--- src/rtl/laser_job_sequencer.sv ---
// Job sequencer for the LASER two-circle core.
// Buffers a point set, feeds the core, watches DONE, returns the result.
//
// Ports:
//   CLK, RST                  clock; async active-high reset
//   IN_VALID/IN_READY/IN_X/Y  host point stream (valid/ready)
//   CORE_RST, CORE_X/Y        core reset and point presented to the core
//   CORE_DONE, CORE_C         core completion and {C2Y,C2X,C1Y,C1X}
//   RES_VALID/RES_READY       result handshake
//   RES_C, RES_TIMEOUT        latched result; watchdog abort flag
//   BUSY                      job in KICK, FEED or WAIT
module laser_job_sequencer #(
  parameter int unsigned NPTS    = 40,
  parameter int unsigned TIMEOUT = 65535
) (
  input  logic        CLK,
  input  logic        RST,
  input  logic        IN_VALID,
  output logic        IN_READY,
  input  logic [3:0]  IN_X,
  input  logic [3:0]  IN_Y,
  output logic        CORE_RST,
  output logic [3:0]  CORE_X,
  output logic [3:0]  CORE_Y,
  input  logic        CORE_DONE,
  input  logic [15:0] CORE_C,
  output logic        RES_VALID,
  input  logic        RES_READY,
  output logic [15:0] RES_C,
  output logic        RES_TIMEOUT,
  output logic        BUSY
);

  localparam int CW = $clog2(NPTS + 1);
  localparam int FW = $clog2(NPTS);
  localparam logic [CW-1:0] CNT_FULL  = CW'(NPTS);
  localparam logic [FW-1:0] FEED_LAST = FW'(NPTS - 1);
  localparam logic [15:0]   WD_LAST   = 16'(TIMEOUT - 1);

  typedef enum logic [2:0] {
    S_LOAD,
    S_KICK,
    S_FEED,
    S_WAIT,
    S_REPORT
  } state_t;

  state_t        state_q, state_d;
  logic [CW-1:0] count_q, count_d;
  logic [FW-1:0] fidx_q, fidx_d;
  logic [15:0]   wd_q, wd_d;
  logic [15:0]   res_c_q, res_c_d;
  logic          res_to_q, res_to_d;
  logic [7:0]    pbuf_q [NPTS];

  logic in_state_ok;
  logic feeding;
  logic accept;

  // Output decode only from the state flops so CORE_RST cannot glitch.
  always_comb begin
    in_state_ok = 1'b0;
    feeding     = 1'b0;
    CORE_RST    = 1'b1;
    BUSY        = 1'b0;
    RES_VALID   = 1'b0;
    unique case (state_q)
      S_LOAD: in_state_ok = 1'b1;
      S_KICK: BUSY = 1'b1;
      S_FEED: begin
        CORE_RST = 1'b0;
        BUSY     = 1'b1;
        feeding  = 1'b1;
      end
      S_WAIT: begin
        CORE_RST    = 1'b0;
        BUSY        = 1'b1;
        in_state_ok = 1'b1;
      end
      S_REPORT: begin
        RES_VALID   = 1'b1;
        in_state_ok = 1'b1;
      end
      default: ;
    endcase
  end

  assign IN_READY    = in_state_ok && (count_q < CNT_FULL);
  assign accept      = IN_VALID && IN_READY;
  assign {CORE_Y, CORE_X} = feeding ? pbuf_q[fidx_q] : 8'h00;
  assign RES_C       = res_c_q;
  assign RES_TIMEOUT = res_to_q;

  always_comb begin
    state_d  = state_q;
    count_d  = count_q;
    fidx_d   = fidx_q;
    wd_d     = wd_q;
    res_c_d  = res_c_q;
    res_to_d = res_to_q;
    if (accept) count_d = count_q + 1'b1;
    unique case (state_q)
      // Use the post-accept count so KICK follows the last point directly.
      S_LOAD: if (count_d == CNT_FULL) state_d = S_KICK;
      S_KICK: begin
        state_d = S_FEED;
        fidx_d  = '0;
      end
      S_FEED: begin
        if (fidx_q == FEED_LAST) begin
          state_d = S_WAIT;
          count_d = '0;
          wd_d    = '0;
        end else begin
          fidx_d = fidx_q + 1'b1;
        end
      end
      S_WAIT: begin
        wd_d = wd_q + 16'd1;
        if (CORE_DONE) begin
          state_d  = S_REPORT;
          res_c_d  = CORE_C;
          res_to_d = 1'b0;
        end else if (wd_q == WD_LAST) begin
          state_d  = S_REPORT;
          res_c_d  = '0;
          res_to_d = 1'b1;
        end
      end
      S_REPORT: begin
        // A point landing on the handshake cycle is seen by LOAD next.
        if (RES_READY)
          state_d = (count_q == CNT_FULL) ? S_KICK : S_LOAD;
      end
      default: state_d = S_LOAD;
    endcase
  end

  always_ff @(posedge CLK or posedge RST) begin
    if (RST) begin
      state_q  <= S_LOAD;
      count_q  <= '0;
      fidx_q   <= '0;
      wd_q     <= '0;
      res_c_q  <= '0;
      res_to_q <= 1'b0;
    end else begin
      state_q  <= state_d;
      count_q  <= count_d;
      fidx_q   <= fidx_d;
      wd_q     <= wd_d;
      res_c_q  <= res_c_d;
      res_to_q <= res_to_d;
    end
  end

  always_ff @(posedge CLK) begin
    if (accept) pbuf_q[count_q[FW-1:0]] <= {IN_Y, IN_X};
  end

endmodule

--- config.mk ---
export PLATFORM = sky130hd
export DESIGN_NAME = laser_job_sequencer
export DESIGN_NICKNAME = d
export VERILOG_FILES = /design/src/rtl/laser_job_sequencer.sv
export SDC_FILE = /design/constraint.sdc
export NUM_CORES = 1
export LEC_CHECK = 0
export ABC_CLOCK_PERIOD_IN_PS = 2370
export BUFFER_PORTS_ARGS = -buffer_cell sky130_fd_sc_hd__buf_2
export CAP_MARGIN = 20
export CORE_ASPECT_RATIO = 1.4
export CORE_MARGIN = 10
export CORE_UTILIZATION = 55
export CTS_CLUSTER_DIAMETER = 120
export DETAILED_ROUTE_END_ITERATION = 10
export PLACE_DENSITY = 0.84
export REMOVE_ABC_BUFFERS = 1
export SLEW_MARGIN = 20
export SYNTH_ARGS = -nofsm -noshare
export SYNTH_HDL_FRONTEND = slang
export SYNTH_SLANG_ARGS = --single-unit
--- constraint.sdc ---
create_clock -name CLK -period 2.37 [get_ports CLK]
set_input_delay 0.237 -clock CLK [delete_from_list [all_inputs] [get_ports CLK]]
set_output_delay 0.237 -clock CLK [all_outputs]
set_load 0.01 [all_outputs]
**Word-level counts from Yosys, hierarchy flattened**

Memories as Yosys holds them, arrays and structs flattened.
Cells that the tools add are included.

- Add/sub/neg operators: 3
- $lt $le $gt $ge: 1
- Equality and inequality tests: 13
- Multiplexer cells: 26
- Reductions and logical operators: 13

Operators by type and width:

| cell | count |
|---|---|
| two-way mux 16 bit | 3 |
| one-hot mux 16 bit (2 select lines) | 1 |
| two-way mux 6 bit | 4 |
| equality test 6 bit, second input constant | 3 |
| adder 16 x 1 -> 16 bit, second input constant | 1 |
| equality test 16 bit, second input constant | 1 |
| two-way mux 3 bit | 5 |
| one-hot mux 3 bit (5 select lines) | 1 |
| adder 6 x 1 -> 6 bit, second input constant | 2 |
| one-hot mux 6 bit (2 select lines) | 1 |
| two-way mux 1 bit | 10 |
| two-way mux 8 bit | 1 |
| != test 2 bit, second input constant | 4 |
| equality test 3 x 2 -> 1 bit, second input constant | 2 |
| less-than comparator 6 bit, second input constant | 1 |
| AND reduction 2 bit | 3 |
| nonzero test 2 bit | 3 |
| OR reduction 3 bit | 2 |
| AND reduction 4 bit | 1 |
| equality test 3 x 1 -> 1 bit, second input constant | 1 |
| equality test 3 bit, second input constant | 1 |
| logical NOT 3 bit | 1 |
| != test 3 bit, second input constant | 1 |
| logical AND 1 bit | 2 |
| OR reduction 2 bit | 1 |

- Register bits after elaboration: 48
- RAM bits: 320
- Input bits: 29
- Memories kept: 1

Memory list:

| memory | words | width | rd ports | clocked after Yosys merged registers in | write ports | RTL line | RTL |
|---|---|---|---|---|---|---|---|
| pbuf_q | 40 | 8 | 1 | 0 | 1 | 54 | `logic [7:0] pbuf_q [NPTS];` |

**Depth between registers and ports, before layout**

Gate-level depths: netlist of run 1.

- Word-level depth: 9
- Gate-level depth with buffers: 8

**Worst setup path after synthesis of run 1**

OpenSTA, ideal clock, no wires.

- Path type: reg-to-reg
- Start point: register state_q[2]
- End point: memory pbuf_q[39][0], enable pin
- Arrival time: 1.846 ns
- Data required time: 2.000 ns
- Setup slack: 0.154 ns
- Stages on the path, launching flop included: 8
- Path buffers: 3
- Clock period less this slack: 2.216 ns
- Cells stage by stage: dfrtp_1 buf_2 and3b_1 buf_4 o211ai_4 or3_1 buf_4 nor2_1

- Word-level cells in the longest chain between the ends: 7
- Elaborated cells between the ends (all ways): 9

RTL lines:

| what | RTL line | RTL |
|---|---|---|
| from (decl) | 48 | `state_t state_q, state_d;` |
| from (signal assigned) | 148 | `state_q <= state_d;` |
| equality test 3 bit (tied with other cells) | 67 | `unique case (state_q)` |
| OR reduction 3 bit (no source line) * | n/a |  |
| two-way mux 1 bit * | 67 |  |
| logical AND 1 bit * | 88 | `assign IN_READY = in_state_ok && (count_q < CNT_FULL);` |
| logical AND 1 bit * | 89 | `assign accept = IN_VALID && IN_READY;` |
| two-way mux 1 bit * | 158 | `if (accept) pbuf_q[count_q[FW-1:0]] <= {IN_Y, IN_X};` |
| two-way mux 1 bit (implied by the code) * | 158 |  |
| to (decl) | 54 |  |

Every way passes the cells marked *; elsewhere a longest branch is shown, timed or not.

**Worst setup path in the final report of run 1**

- Start point: register fidx_q[1]
- End point: output CORE_Y[1]

- Word-level cells in the longest chain between the ends: 2

RTL lines:

| what | RTL line | RTL |
|---|---|---|
| from (decl) | 50 | `logic [FW-1:0] fidx_q, fidx_d;` |
| from (signal assigned) | 150 | `fidx_q <= fidx_d;` |
| memory read (40 x 8 bit) | n/a |  |
| two-way mux 8 bit | 90 | `assign {CORE_Y, CORE_X} = feeding ? pbuf_q[fidx_q] : 8'h00;` |
| to (decl) | 24 | `output logic [3:0] CORE_Y,` |

Every way passes these cells.

==> impl_metrics.env, run 1 <==
export IMPL_run_status="complete, but fails checks"
export IMPL_violated_checks="negative setup slack"
export IMPL_floorplan_core_area_sq_um=26920
export IMPL_rr_startpoint="fidx_q[1]$_DFFE_PP0P_"
export IMPL_cpMaxStageDelayCell="sky130_fd_sc_hd__dfrtp_4"
export IMPL_clk_path_buf_depth=3
export IMPL_gr_usage_met2=0.3660
export IMPL_grt_setup_unrepaired="true"
export IMPL_grt_ovfl_total=0
export IMPL_crit_fanout=11
export IMPL_max_cap_viol_count=0
export IMPL_critPathMaxStageDelay_ns=0.51
export IMPL_dominantRegCellSynth="sky130_fd_sc_hd__edfxtp_1"
export IMPL_number_of_global_route_vias_before_repair=9441
export IMPL_tightestPinTransition_ns=0.8900
export IMPL_clkLatencyLatePin_ns=0.57
export IMPL_netSwitchingPower_w=0.006365
export IMPL_synth_top_area_share=0.6401
export IMPL_ys_async_sr_fraction=0.1304
export IMPL_cts_buffers=30
export IMPL_synth_warning_count=0
export IMPL_timing_reg2reg_setup_slack_ns=0.02
export IMPL_antenna_diode_count=0
export IMPL_synth_area_per_cell_sq_um=15.99
export IMPL_timing_hold_worst_class="input port to flip-flop"
export IMPL_clock_power_share=0.277
export IMPL_die_y_um=215.5
export IMPL_worstSetupStartpointType="flip-flop"
export IMPL_synth_area_sq_um=15010
export IMPL_post_dp_cell_area_sq_um=16130
export IMPL_hold_ws_ns=0.1387
export IMPL_drt_total_wl_um=37730
export IMPL_synth_top_cells_by_count="sky130_fd_sc_hd__edfxtp_1, sky130_fd_sc_hd__mux2i_1, sky130_fd_sc_hd__a22oi_1, sky130_fd_sc_hd__nor2_1, sky130_fd_sc_hd__dfrtp_1"
export IMPL_initial_antenna_violation_count=0
export IMPL_port_buffers=57
export IMPL_whs_path_depth=4
export IMPL_synth_edf_count=320
export IMPL_floorplan_rows=71
export IMPL_yosysMostFrequentCell="sky130_fd_sc_hd__edfxtp_1"
export IMPL_min_delay_start="CORE_DONE"
export IMPL_via_count=9160
export IMPL_drtIter0Drc=984
export IMPL_first_pass_iters=5
export IMPL_cts_sink_count=368
export IMPL_finClkSkew_ns=0.01590
export IMPL_min_to="RES_TIMEOUT$_DFFE_PP0P_"
export IMPL_initial_core_util=0.5578
export IMPL_drive_gt1_frac=0.2691
export IMPL_endpoint_kind="output port"
export IMPL_ff2ff_path_depth=9
export IMPL_slew_viols_final=0
export IMPL_clk_root_buffer_cell="sky130_fd_sc_hd__clkbuf_16"
export IMPL_worst_setup_hold_path_clk_slew_ns=0.07
export IMPL_detail_route_vias_per_cell=6.253
export IMPL_timing_critical_path_max_delay_family="buffers and inverters"
export IMPL_ys_top_cells_by_area="sky130_fd_sc_hd__edfxtp_1, sky130_fd_sc_hd__mux2i_1, sky130_fd_sc_hd__dfrtp_1"
export IMPL_powerDensity_nw_per_um2=1106
export IMPL_grt_pass1_wl_um=57370
export IMPL_syn_to_final_growth_pct=20.17
export IMPL_groute_layer_met3_usage=0.04171
export IMPL_achievable_frequency_mhz=341.8
export IMPL_comb_power_frac=0.335
export IMPL_timing_critical_path_cells="buf_6, buf_12, mux2i_4, a22oi_2, buf_4, a21oi_1, nor4_4, o21a_1, buf_2"
export IMPL_detailed_place_hpwl_um=23190
export IMPL_switching_share=0.3191
export IMPL_grtUsageTotal=0.2155
export IMPL_timing_final_crit_share=1.235
export IMPL_critical_path_arrival_ns=2.69
export IMPL_yosys_cell_types_count=50
export IMPL_globalplace_congestion=0.9767
export IMPL_power_report_internal_total_w=0.01358
export IMPL_cts_tree="done"
export IMPL_pin_count_of_the_biggest_net_entering_global_routing=41
export IMPL_classification_of_the_worst_setup_path="flip-flop to output port"
export IMPL_nets=1110
export IMPL_minimum_clock_period_ns=2.926
export IMPL_top_level_ports=58
export IMPL_timing_setup_tns_ns=-4.101
export IMPL_die_width_um=159.6
export IMPL_critical_path_buf_inv_count=4
export IMPL_finalPower_w=0.01995
export IMPL_pwr_share_seq=0.388
export IMPL_top_usage_layer="met2"
export IMPL_postSynthRegisterBits=368
export IMPL_worst_ir_drop_vdd_mv=0.8068
export IMPL_cp_data_required_time_ns=2.13
export IMPL_avgRoutedWirePerCell_um=25.75
export IMPL_setup_violations=8
export IMPL_yosysSeqAreaShare=0.7201
export IMPL_post_route_drc_count=0
export IMPL_finalInstanceArea_sq_um=18040
export IMPL_finalHoldViolCount=0
export IMPL_leakage_nw=6.377
export IMPL_detail_route_antenna_nets=0
export IMPL_setup_ws_post_layout_ns=-0.5558
export IMPL_design_die_area_sq_um=34400
export IMPL_synth_cells=939
export IMPL_grtUsageMet1=0.2412
export IMPL_synthDominantAreaCellType="sky130_fd_sc_hd__edfxtp_1"
export IMPL_r2r_end="wd_q[10]$_DFFE_PP0P_"
export IMPL_cts_htree_levels=1
export IMPL_relSlewSlack=0.4066
==> registers in the layout (all words and copies together), names as in the netlist <==
signal,flops
wd_q,16
pbuf_q,320
fidx_q,6
count_q,6
RES_C,16
state_q,3
RES_TIMEOUT,1
==> worst register-to-register path: cells and delay by family, from the launching register on <==
| family | cells | cell delay [ns] |
|---|---|---|
| adder cells (fa/ha/maj) | 1 | 0.21 |
| flip-flops | 1 | 0.45 |
| buffers and inverters | 3 | 0.51 |
| AND/OR/NAND/NOR | 3 | 0.80 |
| AO/OA/AOI/OAI | 2 | 0.25 |
==> how the worst max path moves through the flow <==
stage	start	end	slack [ns]	cells past startpoint
2_1_floorplan	fidx_q[1]$_DFFE_PP0P_	wd_q[10]$_DFFE_PP0P_	-3.85	6
3_3_place_gp	fidx_q[1]$_DFFE_PP0P_	CORE_X[2]	-0.32	8
3_5_place_dp	fidx_q[1]$_DFFE_PP0P_	CORE_X[2]	-0.28	8
4_1_cts	fidx_q[1]$_DFFE_PP0P_	CORE_X[0]	-0.50	9
5_1_grt	fidx_q[0]$_DFFE_PP0P_	CORE_X[2]	-0.61	8
6_report	fidx_q[1]$_DFFE_PP0P_	CORE_Y[1]	-0.56	9
==> routing by layer <==
metal	up-vias	wire length [um]	part of all wire
met5	-	0	0
li1	3942	-	-
met2	525	18830	0.50
met1	4547	13030	0.35
met3	146	2993	0.079
met4	0	2875	0.076
==> cell families (layout without fill, tap and decap cells) <==
kind of cell	after synthesis	in the layout	synth area share
compound gates	172	172	0.07851
flops	368	368	0.7201
simple gates	161	161	0.05034
mux	163	163	0.1220
xor+xnor	4	4	0.002834
buf+inv	66	227	0.02209
fa+ha+maj	5	5	0.004167
==> final cells by class <==
cell class / count / area [sq um]
sequential: 368 / 10810
fill: 1648 / 8876
multi-input combinational: 505 / 4254
timing repair buffer: 161 / 1366
clock buffer: 32 / 779.5
tap: 365 / 456.7
clock inverter: 24 / 332.8
inverter: 10 / 37.54
==> power by group through the flow <==
stage	Combinational [W]	Clock, W	Sequential, W
2_1_floorplan	0.00268	0	0.00823
3_3_place_gp	0.00540	0	0.00786
3_5_place_dp	0.00545	0	0.00788
4_1_cts	0.00641	0.00557	0.00772
5_1_grt	0.00697	0.00583	0.00777
6_report	0.00668	0.00553	0.00773
==> metrics by stage <==
stage,instances,utilization,setup slack (ns)
finish,1465,0.6702,-0.5558
global route,1465,0.6702,-0.6124
CTS,1465,0.6682,-0.4973
detailed placement,1383,0.5994,-0.2838
global placement,1383,0.5994,-0.3234
floorplan,883,-,-3.848
==> timing repair <==
| action | in CTS | in global routing |
|---|---|---|
| setup endpoints to repair | 8 | 32 |
| gates resized for setup | 92 | 12 |
| hold endpoints to repair | 55 | 0 |
| pin swaps | 43 | 4 |
| gates cloned | 4 | 0 |
| hold buffers | 18 | 0 |
| setup buffers | 6 | 0 |
==> cells in the final DEF (no fill, tap or decap), types with 31 or more instances in the layout <==
cell	count
sky130_fd_sc_hd__a22oi_2	31
sky130_fd_sc_hd__clkbuf_16	31
sky130_fd_sc_hd__nor2_1	57
sky130_fd_sc_hd__a22oi_1	35
sky130_fd_sc_hd__a21oi_1	31
sky130_fd_sc_hd__buf_4	67
sky130_fd_sc_hd__nand2_1	38
sky130_fd_sc_hd__buf_2	55
sky130_fd_sc_hd__edfxtp_1	320
sky130_fd_sc_hd__mux2i_1	127
sky130_fd_sc_hd__dfrtp_1	47
(Power assumes the default switching activity.)
==> inputs of run 2 (changes only) <==
- CORE_UTILIZATION: 55 -> 53
- PLACE_DENSITY: 0.84 -> 0.82
==> impl_metrics.env, run 2 (synthesis results as in run 1) <==
export IMPL_grt_setup_unrepaired="true"
export IMPL_clkLatencyLatePin_ns=0.57
export IMPL_tightestPinTransition_ns=0.8487
export IMPL_timing_reg2reg_setup_slack_ns=0.12
export IMPL_top_layer="met4"
export IMPL_timing_critical_path_cells="buf_6, nor2b_2, buf_12, a22oi_1, a21oi_2, nor4_4, o21a_1, buf_2"
export IMPL_drt_total_wl_um=36040
export IMPL_clock_power_share=0.280
export IMPL_post_route_drc_count=0
export IMPL_setup_ws_post_layout_ns=-0.5308
export IMPL_finalInstanceArea_sq_um=17680
export IMPL_layout_cells_most_common_list="sky130_fd_sc_hd__edfxtp_1, sky130_fd_sc_hd__mux2i_1, sky130_fd_sc_hd__buf_4"
export IMPL_globalplace_congestion=0.8935
export IMPL_design_die_area_sq_um=35550
export IMPL_post_dp_cell_area_sq_um=16150
export IMPL_endpoint_kind="output port"
export IMPL_powerDensity_nw_per_um2=1081
export IMPL_leakage_nw=6.280
export IMPL_die_y_um=219.1
export IMPL_grtUsageTotal=0.1996
export IMPL_timing_setup_tns_ns=-3.868
export IMPL_cts_tree="done"
export IMPL_relSlewSlack=0.4342
export IMPL_max_cap_viol_count=0
export IMPL_classification_of_the_worst_setup_path="flip-flop to output port"
export IMPL_cts_sink_count=368
export IMPL_initial_antenna_violation_count=0
export IMPL_floorplan_rows=72
export IMPL_drive_gt1_frac=0.2215
export IMPL_area_taken_by_flip_flops_and_latches_sq_um=10810
export IMPL_worst_ir_drop_vdd_mv=0.8038
export IMPL_critPathMaxStageDelay_ns=0.42
export IMPL_met3_wirelength_um=2618
export IMPL_multi_input_area_sq_um=4041
export IMPL_initial_core_util=0.5411
export IMPL_nets=1098
export IMPL_minimum_clock_period_ns=2.901
export IMPL_cpMaxStageDelayCell="sky130_fd_sc_hd__dfrtp_1"
export IMPL_comb_power_frac=0.313
export IMPL_run_status="complete, but fails checks"
export IMPL_timing_critical_path_max_delay_family="compound AO/OA/AOI/OAI gates"
export IMPL_worstSetupStartpointType="flip-flop"
export IMPL_cp_data_required_time_ns=2.13
export IMPL_critical_path_arrival_ns=2.66
export IMPL_switching_share=0.3164
export IMPL_cts_htree_levels=1
export IMPL_pwr_share_seq=0.407
export IMPL_met2_wirelength_um=18840
export IMPL_detail_route_antenna_nets=0
export IMPL_via_count=9059
export IMPL_grt_ovfl_total=0
export IMPL_finalCoreUtilization=0.6371
export IMPL_slew_viols_final=0
export IMPL_violated_checks="negative setup slack"
export IMPL_route_layer_met1_wl_um=12820
export IMPL_floorplan_core_area_sq_um=27750
export IMPL_timing_hold_worst_class="input port to flip-flop"
export IMPL_avgRoutedWirePerCell_um=24.72
export IMPL_worst_setup_hold_path_clk_slew_ns=0.07
export IMPL_clk_root_buffer_cell="sky130_fd_sc_hd__clkbuf_16"
export IMPL_setup_violations=8
export IMPL_crit_fanout=16
export IMPL_finalHoldViolCount=0
export IMPL_finalPower_w=0.01911
export IMPL_detailedPlace_worstSlack_ns=-0.03223
export IMPL_pin_count_of_the_biggest_net_entering_global_routing=41
export IMPL_netSwitchingPower_w=0.006046
export IMPL_num_fill_cells=1889
export IMPL_cts_buffers=30
export IMPL_die_width_um=162.2
export IMPL_clk_path_buf_depth=3
export IMPL_detailed_place_hpwl_um=22540
export IMPL_number_of_global_route_vias_before_repair=9246
export IMPL_drtIter0Drc=926
export IMPL_critical_path_buf_inv_count=3
export IMPL_antenna_diode_count=0
export IMPL_power_report_internal_total_w=0.01306
export IMPL_top_level_ports=58
export IMPL_grt_pass1_wl_um=54530
export IMPL_finClkSkew_ns=0.009816
export IMPL_syn_to_final_growth_pct=17.74
export IMPL_detail_route_vias_per_cell=6.213
export IMPL_achievable_frequency_mhz=344.7
export IMPL_largest_register_ff_count=320
export IMPL_leading_cell_type_in_the_layout_fill_and_taps_excluded="sky130_fd_sc_hd__edfxtp_1"
export IMPL_first_pass_iters=5
export IMPL_timing_final_crit_share=1.224
export IMPL_port_buffers=57
## run 2: changes by cell type in the layout (fill, tap and decap cells not counted), sizes merged
cell	before	now
bufinv	8	3
inv	10	14
clkbuf	32	38
clkinv	13	9
buf	143	130
## run 2: worst register-to-register path: cells and delay by family (launching register included)
kind	cells	cell delay, ns
compound gates	3	0.58
fa+ha+maj	1	0.26
buf+inv	2	0.42
flops	1	0.54
simple gates	2	0.34
## run 2: path summary, 6_finish.rpt
kind,depth (start not counted),from,to
worst min-delay path,4,CORE_DONE,RES_TIMEOUT$_DFFE_PP0P_
max in group asynchronous,4,RST,wd_q[9]$_DFFE_PP0P_
worst min register to register,1,wd_q[15]$_DFFE_PP0P_,wd_q[15]$_DFFE_PP0P_
min in group asynchronous,3,RST,RES_C[4]$_DFFE_PP0P_
worst max register to register,8,fidx_q[1]$_DFFE_PP0P_,state_q[0]$_DFFE_PP0P_
worst max-delay path,8,fidx_q[0]$_DFFE_PP0P_,CORE_Y[0]
## run 2: routing by layer
metal | vias up | GRT usage
met3 | 105 | 0.03297
met4 | 0 | 0.09483
li1 | 3925 | -
met2 | 490 | 0.3560
met1 | 4539 | 0.2287
met5 | - | 0
## run 2: stage by stage
stage | hold slack (ns) | std cells
after detailed placement | 0.3961 | 1383
final | 0.1423 | 1458
after global placement | 0.3920 | 1383
after CTS | 0.1363 | 1457
after floorplan | 0.3359 | 883
after global routing | 0.1668 | 1458
## run 2: layout make-up
cell class              count  area share
clock buffers              37     0.05117
inverters                  10    0.002123
well taps                 370     0.02619
multi-input cells         505      0.2286
flip-flops and latches    368      0.6118
clock inverters            19     0.01090
repair buffers            149     0.06922
## run 2: power by group through the flow
stage                     logic, W  registers, W  clock network, W
after floorplan            0.00268       0.00823                 0
after global placement     0.00525       0.00786                 0
after detailed placement   0.00537       0.00788                 0
after CTS                  0.00561       0.00775           0.00537
after global routing       0.00631       0.00782           0.00563
final                      0.00598       0.00779           0.00535
## run 2: timing repair
item,in CTS,in global routing
pin swaps,2,12
setup endpoints to repair,8,8
hold buffers,18,0
cloned,0,1
endpoints found under the hold margin,51,0
gates resized for setup,20,25
buffers inserted,0,0
==> inputs of run 3 (changes only) <==
- GPL_TIMING_DRIVEN: default -> 0
==> impl_metrics.env, run 3 (synthesis results as in run 1) <==
export IMPL_timing_critical_path_max_delay_family="compound AO/OA/AOI/OAI gates"
export IMPL_floorplan_core_area_sq_um=27750
export IMPL_min_delay_start="IN_VALID"
export IMPL_achievable_frequency_mhz=330.6
export IMPL_finClkSkew_ns=0.02113
export IMPL_timing_setup_tns_ns=-4.641
export IMPL_finalHoldViolCount=0
export IMPL_timing_critical_path_cells="buf_12, buf_16, mux2i_1, a22oi_1, a21oi_2, nor4_4, o21a_1, buf_2"
export IMPL_critical_path_arrival_ns=2.79
export IMPL_cts_tree="done"
export IMPL_port_buffers=57
export IMPL_timing_hold_worst_class="input port to flip-flop"
export IMPL_minimum_clock_period_ns=3.025
export IMPL_whs_path_depth=5
export IMPL_r2r_end="fidx_q[3]$_DFFE_PP0P_"
export IMPL_tightestPinTransition_ns=0.9317
export IMPL_syn_to_final_growth_pct=23.21
export IMPL_die_width_um=162.2
export IMPL_violated_checks="negative setup slack"
export IMPL_drtIter0Drc=1161
export IMPL_first_pass_iters=5
export IMPL_antenna_diode_count=0
export IMPL_worstSetupStartpointType="flip-flop"
export IMPL_nets=1075
export IMPL_drt_total_wl_um=40840
export IMPL_run_status="complete, but fails checks"
export IMPL_detailed_place_hpwl_um=20080
export IMPL_ff2ff_path_depth=11
export IMPL_grt_ovfl_total=0
export IMPL_leakage_nw=6.329
export IMPL_grtUsageTotal=0.2090
export IMPL_clk_root_buffer_cell="sky130_fd_sc_hd__clkbuf_16"
export IMPL_initial_antenna_violation_count=0
export IMPL_grt_pass1_wl_um=57280
export IMPL_relSlewSlack=0.3774
export IMPL_avgRoutedWirePerCell_um=28.46
export IMPL_via_count=9419
export IMPL_floorplan_rows=72
export IMPL_detailedPlace_worstSlack_ns=-0.7039
export IMPL_slew_viols_final=0
export IMPL_pin_count_of_the_biggest_net_entering_global_routing=41
export IMPL_endpoint_kind="output port"
export IMPL_classification_of_the_worst_setup_path="flip-flop to output port"
export IMPL_timing_reg2reg_setup_slack_ns=-0.03
export IMPL_num_fill_cells=1717
export IMPL_cts_sink_count=368
export IMPL_clk_path_buf_depth=3
export IMPL_design_die_area_sq_um=35550
export IMPL_cts_htree_levels=1
export IMPL_critical_path_buf_inv_count=3
export IMPL_globalplace_congestion=0.8133
export IMPL_crit_fanout=10
export IMPL_drive_gt1_frac=0.2939
export IMPL_initial_core_util=0.5411
export IMPL_largest_register_ff_count=320
export IMPL_rr_startpoint="fidx_q[1]$_DFFE_PP0P_"
export IMPL_post_dp_cell_area_sq_um=15680
export IMPL_leading_cell_type_in_the_layout_fill_and_taps_excluded="sky130_fd_sc_hd__edfxtp_1"
export IMPL_critPathMaxStageDelay_ns=0.55
export IMPL_finalCoreUtilization=0.6667
export IMPL_top_level_ports=58
export IMPL_die_y_um=219.1
export IMPL_worst_setup_hold_path_clk_slew_ns=0.07
export IMPL_layout_cells_most_common_list="sky130_fd_sc_hd__edfxtp_1, sky130_fd_sc_hd__mux2i_1, sky130_fd_sc_hd__buf_2"
export IMPL_timing_final_crit_share=1.276
export IMPL_finalInstanceArea_sq_um=18500
export IMPL_powerDensity_nw_per_um2=1120
export IMPL_cp_data_required_time_ns=2.13
export IMPL_max_cap_viol_count=0
export IMPL_setup_violations=17
export IMPL_min_to="count_q[5]$_DFF_PP0_"
export IMPL_number_of_global_route_vias_before_repair=9490
export IMPL_worst_ir_drop_vdd_mv=1.028
export IMPL_cpMaxStageDelayCell="sky130_fd_sc_hd__dfrtp_4"
export IMPL_post_route_drc_count=0
export IMPL_grt_setup_unrepaired="true"
export IMPL_detail_route_vias_per_cell=6.564
export IMPL_clkLatencyLatePin_ns=0.58
export IMPL_setup_ws_post_layout_ns=-0.6551
export IMPL_finalPower_w=0.02072
export IMPL_cts_buffers=30
export IMPL_detail_route_antenna_nets=0
==> run 3: changes by cell type in the layout (fill, tap and decap cells not counted), moves of 6 or more <==
cell and delta:
sky130_fd_sc_hd__a22oi_1 -17, sky130_fd_sc_hd__a21oi_1 -20, sky130_fd_sc_hd__buf_16 +11, sky130_fd_sc_hd__buf_12 +6, sky130_fd_sc_hd__nor2_4 +44, sky130_fd_sc_hd__nor2_1 -42
sky130_fd_sc_hd__buf_4 -45, sky130_fd_sc_hd__nand2_1 -7, sky130_fd_sc_hd__clkbuf_1 +7, sky130_fd_sc_hd__a22oi_2 +17, sky130_fd_sc_hd__a21oi_2 +18
==> run 3: area by class of cell <==
type | instances | area, sq um | area share
Multi-Input combinational cell | 507 | 4718 | 0.2551
Tap cell | 370 | 462.9 | 0.02503
Clock inverter | 15 | 260.3 | 0.01407
Inverter | 10 | 37.54 | 0.002029
Timing Repair Buffer | 124 | 1363 | 0.07366
Clock buffer | 41 | 833.3 | 0.04505
Sequential cell | 368 | 10820 | 0.5851
==> run 3: worst max path at each step <==
stage	from	cells past startpoint	end
after floorplan	fidx_q[1]$_DFFE_PP0P_	6	wd_q[10]$_DFFE_PP0P_
final	fidx_q[1]$_DFFE_PP0P_	8	CORE_Y[2]
after global routing	fidx_q[1]$_DFFE_PP0P_	8	CORE_Y[0]
after CTS	fidx_q[1]$_DFFE_PP0P_	8	CORE_X[0]
after detailed placement	state_q[0]$_DFFE_PP0P_	5	pbuf_q[25][3]$_DFFE_PP_
after global placement	fidx_q[1]$_DFFE_PP0P_	6	CORE_Y[0]
==> run 3: through the flow <==
stage	std cells	hold slack (ns)
floorplan	883	0.3359
global placement	1310	0.4548
detailed placement	1317	0.2151
CTS	1424	0.1264
global route	1435	0.1951
finish	1435	0.1498
==> run 3: power breakdown <==
part	switching, W	total [W]	internal (W)	leakage (nW)
Clock	0.00231	0.00554	0.00323	0.526
Sequential	0.000553	0.00800	0.00745	3.49
Combinational	0.00409	0.00718	0.00309	2.31
Total	0.00695	0.0207	0.0138	6.33
==> run 3: tightest hold or removal path, stage by stage <==
cell	delay [ns]
sky130_fd_sc_hd__buf_2	0.13
sky130_fd_sc_hd__o21ai_0	0.12
sky130_fd_sc_hd__nor3_1	0.07
sky130_fd_sc_hd__nor2_1	0.08
sky130_fd_sc_hd__nor2_1	0.05
==> run 3: per-layer routing <==
layer | track usage | wire length (um) | vias to the layer above
met4 | 0.1103 | 2435 | 0
li1 | - | - | 3889
met3 | 0.03278 | 3196 | 160
met5 | 0 | 0 | -
met2 | 0.3734 | 21420 | 650
met1 | 0.2353 | 13800 | 4720
==> run 3: repair_timing <==
action,CTS,global route
pin swaps,50,31
hold buffers,18,0
setup endpoints to repair,346,321
gates cloned,8,3
buffers inserted,25,9
endpoints found under the hold margin,65,0
resized for setup,159,58
